===== config.mk =====
export PLATFORM = sky130hd
export DESIGN_NAME = msg_tx_arbiter
export DESIGN_NICKNAME = d
export VERILOG_FILES = /design/src/rtl/msg_tx_arbiter.sv
export SDC_FILE = /design/constraint.sdc
export NUM_CORES = 1
export LEC_CHECK = 0
export CAP_MARGIN = 5
export CORE_UTILIZATION = 55
export DETAILED_ROUTE_END_ITERATION = 6
export DONT_BUFFER_PORTS = 1
export PLACE_DENSITY_LB_ADDON = 0.3
export SYNTH_ARGS = -nofsm -noshare
export SYNTH_HDL_FRONTEND = slang
export SYNTH_SLANG_ARGS = --single-unit

===== constraint.sdc =====
create_clock -name clk -period 2.55 [get_ports clk]
set_input_delay 0.255 -clock clk [delete_from_list [all_inputs] [get_ports clk]]
set_output_delay 0.255 -clock clk [all_outputs]
set_load 0.05 [all_outputs]

===== src/rtl/msg_tx_arbiter.sv =====
// Round-robin arbiter that shares one message-loader/UART TX path among NUM_REQ requesters.
// Grants one requester, pulses start_msg, holds the grant until completion, then inserts an idle gap.
module msg_tx_arbiter #(
  parameter int unsigned NUM_REQ        = 4,
  parameter int unsigned IDX_W          = 2,
  parameter int unsigned GAP_CYCLES     = 16,
  parameter int unsigned TIMEOUT_CYCLES = 1024
) (
  input  logic               clk,
  input  logic               rst,
  input  logic [NUM_REQ-1:0] req,
  input  logic               fifo_empty,
  input  logic               tx_busy,
  input  logic               msg_done,
  output logic               start_msg,
  output logic [NUM_REQ-1:0] grant,
  output logic [IDX_W-1:0]   grant_idx,
  output logic               busy,
  output logic               timeout_err
);

  localparam int unsigned GAP_W = (GAP_CYCLES > 1) ? $clog2(GAP_CYCLES) : 1;
  localparam int unsigned TO_W  = (TIMEOUT_CYCLES > 1) ? $clog2(TIMEOUT_CYCLES) : 1;

  typedef enum logic [2:0] {
    S_IDLE,
    S_START,
    S_WAIT_BUSY,
    S_WAIT_DONE,
    S_GAP
  } state_t;

  state_t             state, state_n;
  logic [IDX_W-1:0]   ptr, ptr_n;
  logic [GAP_W-1:0]   gap_cnt, gap_n;
  logic [TO_W-1:0]    to_cnt, to_n;
  logic [NUM_REQ-1:0] grant_n;
  logic [IDX_W-1:0]   idx_n;
  logic               start_n, busy_n, err_n;
  logic [IDX_W-1:0]   win_idx;
  logic               win_found;

  // First set request scanning upward from the priority pointer, with wrap.
  always_comb begin
    win_found = 1'b0;
    win_idx   = '0;
    for (int unsigned i = 0; i < NUM_REQ; i++) begin
      int unsigned jj;
      logic [IDX_W-1:0] j;
      jj = 32'(ptr) + i;
      if (jj >= NUM_REQ) jj = jj - NUM_REQ;
      j = IDX_W'(jj);
      if (!win_found && req[j]) begin
        win_found = 1'b1;
        win_idx   = j;
      end
    end
  end

  // Next-state and next-output logic.
  always_comb begin
    state_n = state;
    ptr_n   = ptr;
    gap_n   = gap_cnt;
    to_n    = to_cnt;
    grant_n = grant;
    idx_n   = grant_idx;
    err_n   = timeout_err;
    start_n = 1'b0;
    case (state)
      S_IDLE: begin
        if (win_found && fifo_empty) begin
          state_n = S_START;
          grant_n = NUM_REQ'(1) << win_idx;
          idx_n   = win_idx;
          ptr_n   = (win_idx == IDX_W'(NUM_REQ - 1)) ? '0 : win_idx + IDX_W'(1);
          start_n = 1'b1;
        end
      end
      S_START: begin
        to_n    = '0;
        state_n = S_WAIT_BUSY;
      end
      S_WAIT_BUSY: begin
        if (msg_done) begin
          state_n = S_GAP;
          gap_n   = GAP_W'(GAP_CYCLES - 1);
          grant_n = '0;
        end else if (tx_busy) begin
          state_n = S_WAIT_DONE;
        end else begin
          to_n = to_cnt + TO_W'(1);
          if (to_n == TO_W'(TIMEOUT_CYCLES - 1)) begin
            err_n   = 1'b1;
            grant_n = '0;
            state_n = S_GAP;
            gap_n   = GAP_W'(GAP_CYCLES - 1);
          end
        end
      end
      S_WAIT_DONE: begin
        if (msg_done) begin
          state_n = S_GAP;
          gap_n   = GAP_W'(GAP_CYCLES - 1);
          grant_n = '0;
        end
      end
      S_GAP: begin
        if (gap_cnt == '0) state_n = S_IDLE;
        else gap_n = gap_cnt - GAP_W'(1);
      end
      default: state_n = S_IDLE;
    endcase
    busy_n = (state_n != S_IDLE);
  end

  always_ff @(posedge clk) begin
    if (rst) begin
      state       <= S_IDLE;
      ptr         <= '0;
      gap_cnt     <= '0;
      to_cnt      <= '0;
      grant       <= '0;
      grant_idx   <= '0;
      start_msg   <= 1'b0;
      busy        <= 1'b0;
      timeout_err <= 1'b0;
    end else begin
      state       <= state_n;
      ptr         <= ptr_n;
      gap_cnt     <= gap_n;
      to_cnt      <= to_n;
      grant       <= grant_n;
      grant_idx   <= idx_n;
      start_msg   <= start_n;
      busy        <= busy_n;
      timeout_err <= err_n;
    end
  end

endmodule


* After elaboration in Yosys (flattened, before gate mapping)
Index checks and enable logic that the tools add are counted.
** Storage, ports and cells
- Register bits after elaboration :: 28
- Input port bits :: 9
- Output and inout port bits :: 9
- Word-level logic and storage cells :: 107
** Cells by class
- Add/sub/neg operators :: 10
- Magnitude comparators :: 8
- Equality and inequality tests :: 13
- Shift operators :: 1
- Mux-type cells :: 44
- Bitwise logic cells :: 3
- Reduce and logical (&&, ||, !) cells :: 19
** Operators with widths (number)
- 4-bit 2-to-1 mux :: 10
- 4-bit case mux with 3 select lines :: 2
- 10-bit 2-to-1 mux :: 2
- 10-bit case mux with 2 select lines :: 1
- 2-bit 2-to-1 mux :: 9
- 3-bit 2-to-1 mux :: 6
- 3-bit case mux with 5 select lines :: 1
- 2-bit by 3-bit less-than comparator with 1-bit output, second input constant :: 4
- 10-bit by 1-bit adder with 10-bit output, second input constant :: 1
- 10-bit == test, second input constant :: 1
- 2-bit inequality test, second input constant :: 5
- 5-bit AND reduction :: 2
- 3-bit greater-or-equal comparator, second input constant :: 3
- 1-bit 2-to-1 mux :: 9
- 3-bit nonzero test :: 3
- 1-bit binary-select mux with 2-bit select :: 4
- 2-bit by 1-bit subtractor with 2-bit output, second input constant :: 4
- 2-bit by 2-bit adder with 3-bit output, second input constant :: 2
- 3-bit by 2-bit == test with 1-bit output, second input constant :: 2
- 3-bit inequality test, second input constant :: 2
- 1-bit logical AND :: 4
- 4-bit zero test :: 1
- 4-bit AND reduction :: 1
- 1-bit by 2-bit left shift with 4-bit output, first input constant :: 1
- 14 further kinds :: 18

* Longest topological paths before layout
Gate-level depths: netlist of run 1.
- Depth after elaboration :: 18
- Gate-level depth with buffers :: 9
- Gate-level depth less buffers :: 9

* Worst setup path after synthesis of run 1
OpenSTA, ideal clock, no wires.
- Path type :: reg2reg
- From :: register to_cnt[0]
- To :: register grant[0]
- Setup time :: 0.117 ns
- Arrival :: 1.891 ns
- Slack :: 0.542 ns
- Cell stages (with the launch flop) :: 8
- Buffers on the path :: 0
- Path through :: dfxtp_1 -> ha_1 -> and2_1 -> and4b_1 -> o21ai_0 -> a2111oi_4 -> a211oi_2 -> a22o_1
** On the way
- Word-level cells in the longest chain between the ends :: 4
** Ends and longest elaborated chain
- start: declaration :: line 36 : logic [TO_W-1:0] to_cnt, to_n;
- start signal: assignment :: line 132 : to_cnt <= to_n;
- 10-bit by 1-bit adder with 10-bit output :: line 92 : to_n = to_cnt + TO_W'(1);
- 10-bit == test :: line 93 : if (to_n == TO_W'(TIMEOUT_CYCLES - 1)) begin
- 3-bit inequality test (no source line)
- 5-bit AND reduction (no source line)
- end signal: assignment :: line 133 : grant <= grant_n;
- end: declaration :: line 16 : output logic [NUM_REQ-1:0] grant,
No other way between the ends.
A chain may end at the register's enable or synchronous reset.

* Worst setup path after layout of run 1
- From :: register to_cnt[0]
- To :: register gap_cnt[0]
** On the way
- Word-level cells in the longest chain between the ends :: 4
** Ends and longest elaborated chain
- 10-bit by 1-bit adder with 10-bit output :: line 92
- 10-bit == test :: line 93
- 3-bit inequality test (no source line)
- 5-bit AND reduction (no source line)
- end signal: assignment :: line 131 : gap_cnt <= gap_n;
- end: declaration :: line 35 : logic [GAP_W-1:0] gap_cnt, gap_n;
No other way between the ends.

==> summary.md, run 1 <==
| Metric | Value |
|---|---|
| Number of warnings reported in the yosys synthesis log | `0` |
| Cell-by-cell trace of the critical path | `ha_1 > and2_1 > and4b_1 > o21ai_0 > a2111oi_4 > nand2_2 > a311oi_2` |
| Clock tree from TritonCTS | `built` |
| CTS Buffer Depth | `2` |
| DR vias/cell | `6.09` |
| Sequential-to-total area share from yosys stat | `33.9%` |
| Category of the most critical setup path | `reg -> reg` |
| Filler-free cell count of the finished design | `223` |
| First-pass GRT wire length | `5560 um` |
| Gr ovfl total | `0` |
| Layout-stage area growth over the synthesis result | `2.27%` |
| Die extent in x | `56.8 um` |
| Endpoint of the worst register-to-register path | `gap_cnt[0]` |
| Origin of the critical flop-to-flop path | `to_cnt[0]` |
| Netlist area before placement | `1650 um2` |
| Highest-delay cell along the critical path | `dfxtp_1` |
| Total die area | `3230 um2` |
| Required @ worst endpoint | `2.80 ns` |
| Logic depth of the worst setup path including buffers | `7` |
| Total negative slack for setup checks | `0 ns` |
| Critical path's largest stage delay | `0.46 ns` |
| Average detailed-routed wire length per instance | `14.8 um` |
| Avg Synthesized Cell Area | `8.44 um2` |
| Most frequent cell after synthesis | `dfxtp_1` |
| Number of global-route vias before repair | `1232` |
| Multi-input logic area | `985 um2` |
| Largest cells by area after synthesis | `dfxtp_1, a21oi_1, nor2_1` |
| Minimum clock period after layout | `2.27 ns` |
| Number of hold-slack violations in the final timing report | `0` |
| Layout Skew | `0.00224 ns` |
| Detail Placement HPWL | `2400 um` |
| Number of I/O pins | `18` |
| Critical Path Fanout Max | `7` |
| Worst Hold Slack | `0.0284 ns` |
| Setup repair after global routing missed its margin | `false` |
| Antenna violations before repair | `0` |
| Sum of buffers and inverters on the critical path | `0` |
| Insertion delay of the later-clocked pin in the worst-skew pair | `0.33 ns` |
| Mapped Cells | `196` |
| Max-capacitance violation count | `0` |
| Placed cells | `218` |
| Top_reg_cell synth | `dfxtp_1` |
| Areal power density over the cells | `599 nW/um2` |
| PnR Total Power | `1.01 mW` |
| Pin slew with the least headroom to its limit | `0.759 ns` |
| Number of library cell types mapped by synthesis | `51` |
| Last weighted congestion value of the routability-driven placer | `0.886` |
| Capturing element of the worst setup path | `gap_cnt[0]` |
| Kind of cell with the highest combined delay on the critical path | `compound AO/OA/AOI/OAI gates` |
| Max transition margin | `49.2%` |
| Total non-filler cell area in the finished layout | `1690 um2` |
| Antenna Cells | `0` |
| Num CTS Buffers | `3` |
| Layout fillers | `256` |
| Final Routed Wirelength | `3290 um` |
| Maximum number of pins on one net before global-route repair | `20` |
| Share of post-route cells with drive strength above 1 | `10.4%` |
| Highest clock rate | `441 MHz` |
| Clock root buffer | `clkbuf_4` |
| Final-report setup violation count | `0` |
| Number of detailed-routing iterations run before antenna repair | `4` |
| Remaining routing DRC violations | `0` |
| Worst Path Arrival | `2.52 ns` |
| CP startpoint | `to_cnt[0]` |
| Class of the worst hold path | `in -> reg` |
| Combined global-route utilization of all metal layers | `21.7%` |
| Endpoint kind of the worst setup timing path | `register` |
| Final standard cell utilization of the core | `60.3%` |
| Static power due to leakage | `0.632 nW` |
| IR Drop Worst-Case VDD | `0.428 mV` |
| Total number of placement rows | `19` |
| Most area-hungry cell type in the Yosys netlist | `dfxtp_1` |
| Flip-flop and latch area | `561 um2` |
| Setup slack at placement | `0.326 ns` |
| Count of state elements after synthesis | `28` |
| Final period util | `89.0%` |
| Height of the die | `56.8 um` |
| Core ar. | `2810 um2` |
| Via Count | `1359` |
| Net count of the finished layout | `209` |
| Element type at the critical path start | `register` |
| CTS H-Tree Depth | `1` |
| Clock transition at the registers of the reported paths | `0.15 ns` |
| Number of cell instances on the worst register-to-register path | `7` |
| Total placed instance area | `1630 um2` |
| Result of the run | `finished clean` |
| Initial cell density of the core | `59.0%` |
| Minimum setup slack among reg-to-reg paths | `0.28 ns` |
| Number of clock sinks | `28` |
| Ys async rst share | `0%` |
| Most used standard cells in the synthesized netlist | `dfxtp_1, nor2_1, a21oi_1` |
| Buffers on Ports | `0` |
| Final critical-path setup slack | `0.281 ns` |
| Remaining number of nets flagged by the antenna check after routing | `0` |
| Number of buffers inserted to repair setup after CTS | `0` |
| Detailed router's first-iteration violation count | `63` |
| Total count of max-transition violations in the final report | `0` |
| Number of enable-type register cells in the synthesized netlist | `0` |
| Syn Nets | `212` |
| Top cell type's share of synthesized area | `33.9%` |
[worst register-to-register path: stages, from the launching register on]
cell and delay (ns):
dfxtp_1 0.46, ha_1 0.25, and2_1 0.23, and4b_1 0.20, o21ai_0 0.14, a2111oi_4 0.46, nand2_2 0.16, a311oi_2 0.29
[cell families after synthesis]
family	count (synthesis)	synth area share, %
AO/OA/AOI/OAI	61	25.4
XOR/XNOR	4	2.12
AND/OR/NAND/NOR	75	25.5
adder cells (fa/ha/maj)	7	5.29
flip-flops	28	33.9
multiplexers	2	1.21
buffers and inverters	19	6.58
[how the worst min path moves through the flow]
stage / depth (start not counted) / endpoint / start
floorplan: 2 / state[2] / msg_done
global placement: 1 / gap_cnt[0] / rst
detailed placement: 1 / to_cnt[3] / rst
CTS: 1 / start_msg / rst
global route: 1 / start_msg / rst
finish: 1 / start_msg / rst
[sequential cells by signal, summed over array words and instances, names as in the netlist]
signal / count
to_cnt: 10
ptr: 2
timeout_err: 1
state: 3
start_msg: 1
grant: 4
gap_cnt: 4
busy: 1
grant_idx: 2
[layout by cell type, fill, tap and decap left out, types with 3 or more instances in the layout]
cell	instances
or2_2	3
a21oi_1	24
nor2b_1	3
inv_1	8
nand2b_1	5
nand3_1	4
dfxtp_1	28
nor3_1	9
nor2_1	26
ha_1	7
or3_1	3
xnor2_1	3
a22o_1	5
a211oi_1	3
clkbuf_4	3
nand2_1	6
o21ai_0	11
[layer usage]
metal	track usage, %	share of wire, %
met5	0	0
met4	5.23	0.52
met3	4.61	7.0
met2	35.9	48
met1	29.0	44
[power breakdown]
group	switching (mW)	total, mW	leakage, nW	internal (mW)
clock network	0.133	0.292	0.0279	0.159
registers	0.0751	0.542	0.228	0.467
logic	0.0979	0.178	0.376	0.0806
[area by class of cell]
cell class	count	area share, %
Clock buffer	3	1.33
Clock inverter	1	1.78
Inverter	8	1.78
Multi-Input combinational cell	149	58.2
Sequential cell	28	33.1
Tap cell	31	2.29
Timing Repair Buffer	3	1.48
[what timing repair did]
item / in CTS / in global routing
hold endpoints to repair: 19 / 0
hold buffers: 1 / 0
gates resized for setup: 0 / 0
(Power assumes the default switching activity.)
==> run 2, diff against run 1 <==
CAP_MARGIN = 20   (was 5)
PLACE_DENSITY = 0.7   (was default)
PLACE_DENSITY_LB_ADDON = default   (was 0.3)
==> run 2 against run 1 <==
Net effect:
- the flow now finishes with violations (design-rule violations)
- worst hold slack lost 0.00065 ns
- die area is the same
- highest routed layer unchanged
- clock-buffer cell count is the same
- critical endpoint is now grant[3]
==> summary.md, run 2 (synthesis results as in run 1) <==
| Metric | Value |
|---|---|
| Result of the run | `finished with violations` |
| Violations in the final reports | `design-rule violations` |
| Sequential group share of total power | `53.2%` |
| Detailed router's first-iteration violation count | `55` |
| Antenna violations before repair | `0` |
| Static power due to leakage | `0.632 nW` |
| Max transition margin | `45.8%` |
| Final period util | `88.4%` |
| Worst Path Arrival | `2.50 ns` |
| Share of total power consumed by net switching | `30.4%` |
| Remaining number of nets flagged by the antenna check after routing | `0` |
| Layout Skew | `0.00620 ns` |
| Total die area | `3230 um2` |
| Share of post-route cells with drive strength above 1 | `10.4%` |
| First-pass GRT wire length | `5660 um` |
| Category of the most critical setup path | `reg -> reg` |
| Average detailed-routed wire length per instance | `14.8 um` |
| Sum of buffers and inverters on the critical path | `0` |
| CTS Buffer Depth | `2` |
| Maximum number of pins on one net before global-route repair | `20` |
| Clock transition at the registers of the reported paths | `0.16 ns` |
| Required @ worst endpoint | `2.80 ns` |
| Hold path endpoint | `start_msg` |
| Highest-count cells in the layout ignoring fill and taps | `dfxtp_1, nor2_1, a21oi_1` |
| Total placed instance area | `1630 um2` |
| Number of clock sinks | `28` |
| Min-Delay Path Depth | `1` |
| Buffers on Ports | `0` |
| CTS H-Tree Depth | `1` |
| Placed cells | `218` |
| Number of hold-slack violations in the final timing report | `0` |
| Areal power density over the cells | `601 nW/um2` |
| Pin slew with the least headroom to its limit | `0.810 ns` |
| Most common cell after layout, fill and taps aside | `dfxtp_1` |
| Insertion delay of the later-clocked pin in the worst-skew pair | `0.33 ns` |
| Kind of cell with the highest combined delay on the critical path | `compound AO/OA/AOI/OAI gates` |
| Total count of max-transition violations in the final report | `0` |
| Clock root buffer | `clkbuf_4` |
| Largest Register | `to_cnt` |
| Total negative slack for setup checks | `0 ns` |
| Total non-filler cell area in the finished layout | `1690 um2` |
| Internal | `0.707 mW` |
| Layout-stage area growth over the synthesis result | `2.27%` |
| Power spent charging and discharging nets | `0.309 mW` |
| Cell-by-cell trace of the critical path | `ha_1 > and2_1 > and4b_1 > o21ai_0 > a2111oi_4 > a211oi_2 > a22o_1` |
| Origin of the critical flop-to-flop path | `to_cnt[0]` |
| IR Drop Worst-Case VDD | `0.362 mV` |
| Registers with the most flip-flops | `to_cnt (10), gap_cnt (4), grant (4)` |
| Largest register FFs | `10` |
| Minimum setup slack among reg-to-reg paths | `0.30 ns` |
| Number of buffers inserted to repair setup after CTS | `0` |
| Total number of placement rows | `19` |
| Final Routed Wirelength | `3290 um` |
| PnR Total Power | `1.02 mW` |
| Antenna Cells | `0` |
| Endpoint of the worst register-to-register path | `grant[3]` |
| Max-capacitance violation count | `0` |
| Core ar. | `2810 um2` |
| DR vias/cell | `6.13` |
| Critical Path Fanout Max | `7` |
| Filler-free cell count of the finished design | `223` |
| Minimum clock period after layout | `2.25 ns` |
| Combined global-route utilization of all metal layers | `22.4%` |
| Power share of the clock group | `28.9%` |
| Class of the worst hold path | `in -> reg` |
| Net count of the finished layout | `209` |
| Element type at the critical path start | `register` |
| Height of the die | `56.8 um` |
| Number of cell instances on the worst register-to-register path | `7` |
| Die extent in x | `56.8 um` |
| Worst Hold Launch | `rst` |
| Setup repair after global routing missed its margin | `false` |
| Highest-delay cell along the critical path | `dfxtp_1` |
| Number of I/O pins | `18` |
| Via Count | `1368` |
| Highest clock rate | `444 MHz` |
| Number of detailed-routing iterations run before antenna repair | `6` |
| Number of global-route vias before repair | `1264` |
| Remaining routing DRC violations | `4` |
| Clock tree from TritonCTS | `built` |
| Detail Placement HPWL | `2420 um` |
| Last weighted congestion value of the routability-driven placer | `0.851` |
| Gr ovfl total | `0` |
| Combinational power share | `17.9%` |
| Endpoint kind of the worst setup timing path | `register` |
| Initial cell density of the core | `59.0%` |
| Critical path's largest stage delay | `0.45 ns` |
| Final-report setup violation count | `0` |
| Num CTS Buffers | `3` |
run 2: how the worst max path moves through the flow:
stage,from,depth (start not counted),slack [ns],end
after floorplan,to_cnt[0],7,0.54,grant[0]
after global placement,to_cnt[0],7,0.41,grant[2]
after detailed placement,to_cnt[0],7,0.32,grant[3]
after CTS,to_cnt[0],7,0.30,grant[3]
after global routing,to_cnt[0],7,0.11,grant[3]
final,to_cnt[0],7,0.30,grant[3]
run 2: timing repair:
item / CTS / global route
setup endpoints to repair: 0 / 0
resized for setup: 0 / 0
hold endpoints to repair: 19 / 0
hold buffers: 1 / 0
run 2: layer usage:
metal  share of wire (%)  up-vias  track usage [%]  routed length [um]
met5                   0        -                0                   0
met4                 1.3        0             8.01                  44
met3                 3.2        7             3.46                 105
met2                  46       24             35.7                1510
met1                  50      638             30.6                1640
li1                    -      699                -                   -
run 2: per-stage QoR:
stage | utilization (%) | setup slack [ns] | hold slack, ns
2_1_floorplan | - | 0.542 | 0.451
3_3_place_gp | 58.1 | 0.414 | 0.326
3_5_place_dp | 58.1 | 0.321 | 0.327
4_1_cts | 60.3 | 0.296 | 0.0178
5_1_grt | 60.3 | 0.112 | 0.0143
6_report | 60.3 | 0.295 | 0.0277
run 2: area by class of cell:
type                            count  area [um2]
Fill cell                         261        1110
Multi-Input combinational cell    149         985
Sequential cell                    28         561
Tap cell                           31        38.8
Clock inverter                      1        30.0
Inverter                            8        30.0
Timing Repair Buffer                3        25.0
Clock buffer                        3        22.5
run 2: power by group through the flow:
stage               Sequential (mW)  Combinational [mW]  Clock, mW
floorplan                     0.536               0.163          0
global placement              0.549               0.166          0
detailed placement            0.551               0.175          0
CTS                           0.541               0.183      0.301
global route                  0.545               0.208      0.319
finish                        0.541               0.181      0.294
==> run 3, diff against run 2 <==
CORE_MARGIN = 8   (was default)
==> run 3 against run 2 <==
Net effect:
- the flow now finishes without violations
- sequential cell count did not move
- clock skew decreased by 0.00053 ns
- maximum frequency decreased by 1.0%
- non-clock buffer count is the same
- largest cell class unchanged
==> summary.md, run 3 (synthesis results as in run 1) <==
| Metric | Value |
|---|---|
| Antenna Cells | `0` |
| Endpoint kind of the worst setup timing path | `register` |
| Cell-by-cell trace of the critical path | `ha_1 > and2_1 > and4b_1 > o21ai_0 > a2111oi_4 > nand2_2 > a311oi_2` |
| Number of clock sinks | `28` |
| PnR Total Power | `1.01 mW` |
| Critical path's largest stage delay | `0.48 ns` |
| Final-report setup violation count | `0` |
| Insertion delay of the later-clocked pin in the worst-skew pair | `0.33 ns` |
| Element type at the critical path start | `register` |
| Number of gates resized after CTS | `0` |
| IR Drop Worst-Case VDD | `0.310 mV` |
| Min-Delay Path Depth | `1` |
| Largest Register | `to_cnt` |
| Result of the run | `finished clean` |
| DR vias/cell | `5.99` |
| Clock transition at the registers of the reported paths | `0.16 ns` |
| Critical Path Fanout Max | `7` |
| Highest-count cells in the layout ignoring fill and taps | `dfxtp_1, nor2_1, a21oi_1` |
| Max-capacitance violation count | `0` |
| Remaining routing DRC violations | `0` |
| Layout Skew | `0.00567 ns` |
| Met1 Routed Length | `1490 um` |
| Max transition margin | `48.1%` |
| Initial cell density of the core | `56.0%` |
| Average detailed-routed wire length per instance | `14.8 um` |
| Static power due to leakage | `0.632 nW` |
| Highest Signal Layer | `met4` |
| Net count of the finished layout | `209` |
| Total count of max-transition violations in the final report | `0` |
| Final standard cell utilization of the core | `57.4%` |
| Worst Hold Slack | `0.0336 ns` |
| Minimum clock period after layout | `2.28 ns` |
| Most common cell after layout, fill and taps aside | `dfxtp_1` |
| Antenna violations before repair | `0` |
| Final Routed Wirelength | `3330 um` |
| Clock root buffer | `clkbuf_4` |
| Areal power density over the cells | `597 nW/um2` |
| Number of hold-slack violations in the final timing report | `0` |
| First-pass GRT wire length | `5720 um` |
| Layout-stage area growth over the synthesis result | `2.42%` |
| Remaining number of nets flagged by the antenna check after routing | `0` |
| Number of I/O pins | `18` |
| Last weighted congestion value of the routability-driven placer | `0.910` |
| Detailed router's first-iteration violation count | `68` |
| Height of the die | `70.8 um` |
| Total negative slack for setup checks | `0 ns` |
| Number of global-route vias before repair | `1280` |
| Number of detailed-routing iterations run before antenna repair | `4` |
| Share of post-route cells with drive strength above 1 | `10.4%` |
| Num CTS Buffers | `3` |
| Die extent in x | `70.8 um` |
| Highest clock rate | `439 MHz` |
| Worst Path Arrival | `2.53 ns` |
| Required @ worst endpoint | `2.80 ns` |
| Class of the worst hold path | `in -> reg` |
| Clock tree from TritonCTS | `built` |
| Buffers on Ports | `0` |
| Registers with the most flip-flops | `to_cnt (10), gap_cnt (4), grant (4)` |
| Highest-delay cell along the critical path | `a2111oi_4` |
| Maximum number of pins on one net before global-route repair | `20` |
| Detail Placement HPWL | `2530 um` |
| Total placed instance area | `1630 um2` |
| Via Count | `1348` |
| CTS H-Tree Depth | `1` |
| Number of cell instances on the worst register-to-register path | `7` |
| Total die area | `5020 um2` |
| Final period util | `89.3%` |
| Pin slew with the least headroom to its limit | `0.776 ns` |
| Met2 Wirelength | `1620 um` |
| Gr ovfl total | `0` |
| Setup repair after global routing missed its margin | `false` |
| CTS Buffer Depth | `2` |
| Total number of placement rows | `20` |
| Largest register FFs | `10` |
| Category of the most critical setup path | `reg -> reg` |
| Total non-filler cell area in the finished layout | `1690 um2` |
| Met3 wire len | `209 um` |
| Combined global-route utilization of all metal layers | `13.7%` |
| Core ar. | `2950 um2` |
-- run 3: cell counts in the layout (fill, tap and decap cells not counted) --
Identical to the previous run, type by type.
-- run 3: per-stage QoR --
stage / std cells / setup slack (ns)
after floorplan: 196 / 0.542
after global placement: 220 / 0.410
after detailed placement: 220 / 0.297
after CTS: 225 / 0.274
after global routing: 225 / 0.132
final: 225 / 0.272
-- run 3: path summary, 6_finish.rpt --
path,to,start,slack [ns]
min,start_msg,rst,0.03
min reg2reg,gap_cnt[1],gap_cnt[1],0.53
max reg2reg,gap_cnt[0],to_cnt[0],0.27
max,gap_cnt[0],to_cnt[0],0.27
-- run 3: power by group --
group | internal [mW] | switching (mW)
registers | 0.467 | 0.0741
logic | 0.0804 | 0.0968
clock network | 0.159 | 0.134
total | 0.707 | 0.305
-- run 3: layer usage --
| layer | GRT usage (%) | vias to the layer above |
|---|---|---|
| met5 | 0 | - |
| met4 | 4.85 | 0 |
| li1 | - | 692 |
| met3 | 3.53 | 2 |
| met1 | 16.9 | 620 |
| met2 | 22.3 | 34 |
-- run 3: final cells by class --
cell class / count / area [um2]
inverters: 8 / 30.0
clock buffers: 3 / 22.5
flip-flops and latches: 28 / 561
well taps: 33 / 41.3
repair buffers: 3 / 25.0
fillers: 285 / 1260
multi-input cells: 149 / 985
clock inverters: 1 / 30.0
-- run 3: timing repair --
| action | in CTS | in global routing |
|---|---|---|
| hold endpoints to repair | 19 | 0 |
| buffers inserted | 0 | 0 |
| hold buffers | 1 | 0 |
-- run 3: worst max-delay path, delay by kind of cell (launching register included) --
family	cells	cell delay, ns
flops	1	0.45
fa+ha+maj	1	0.25
compound gates	3	0.91
simple gates	3	0.60
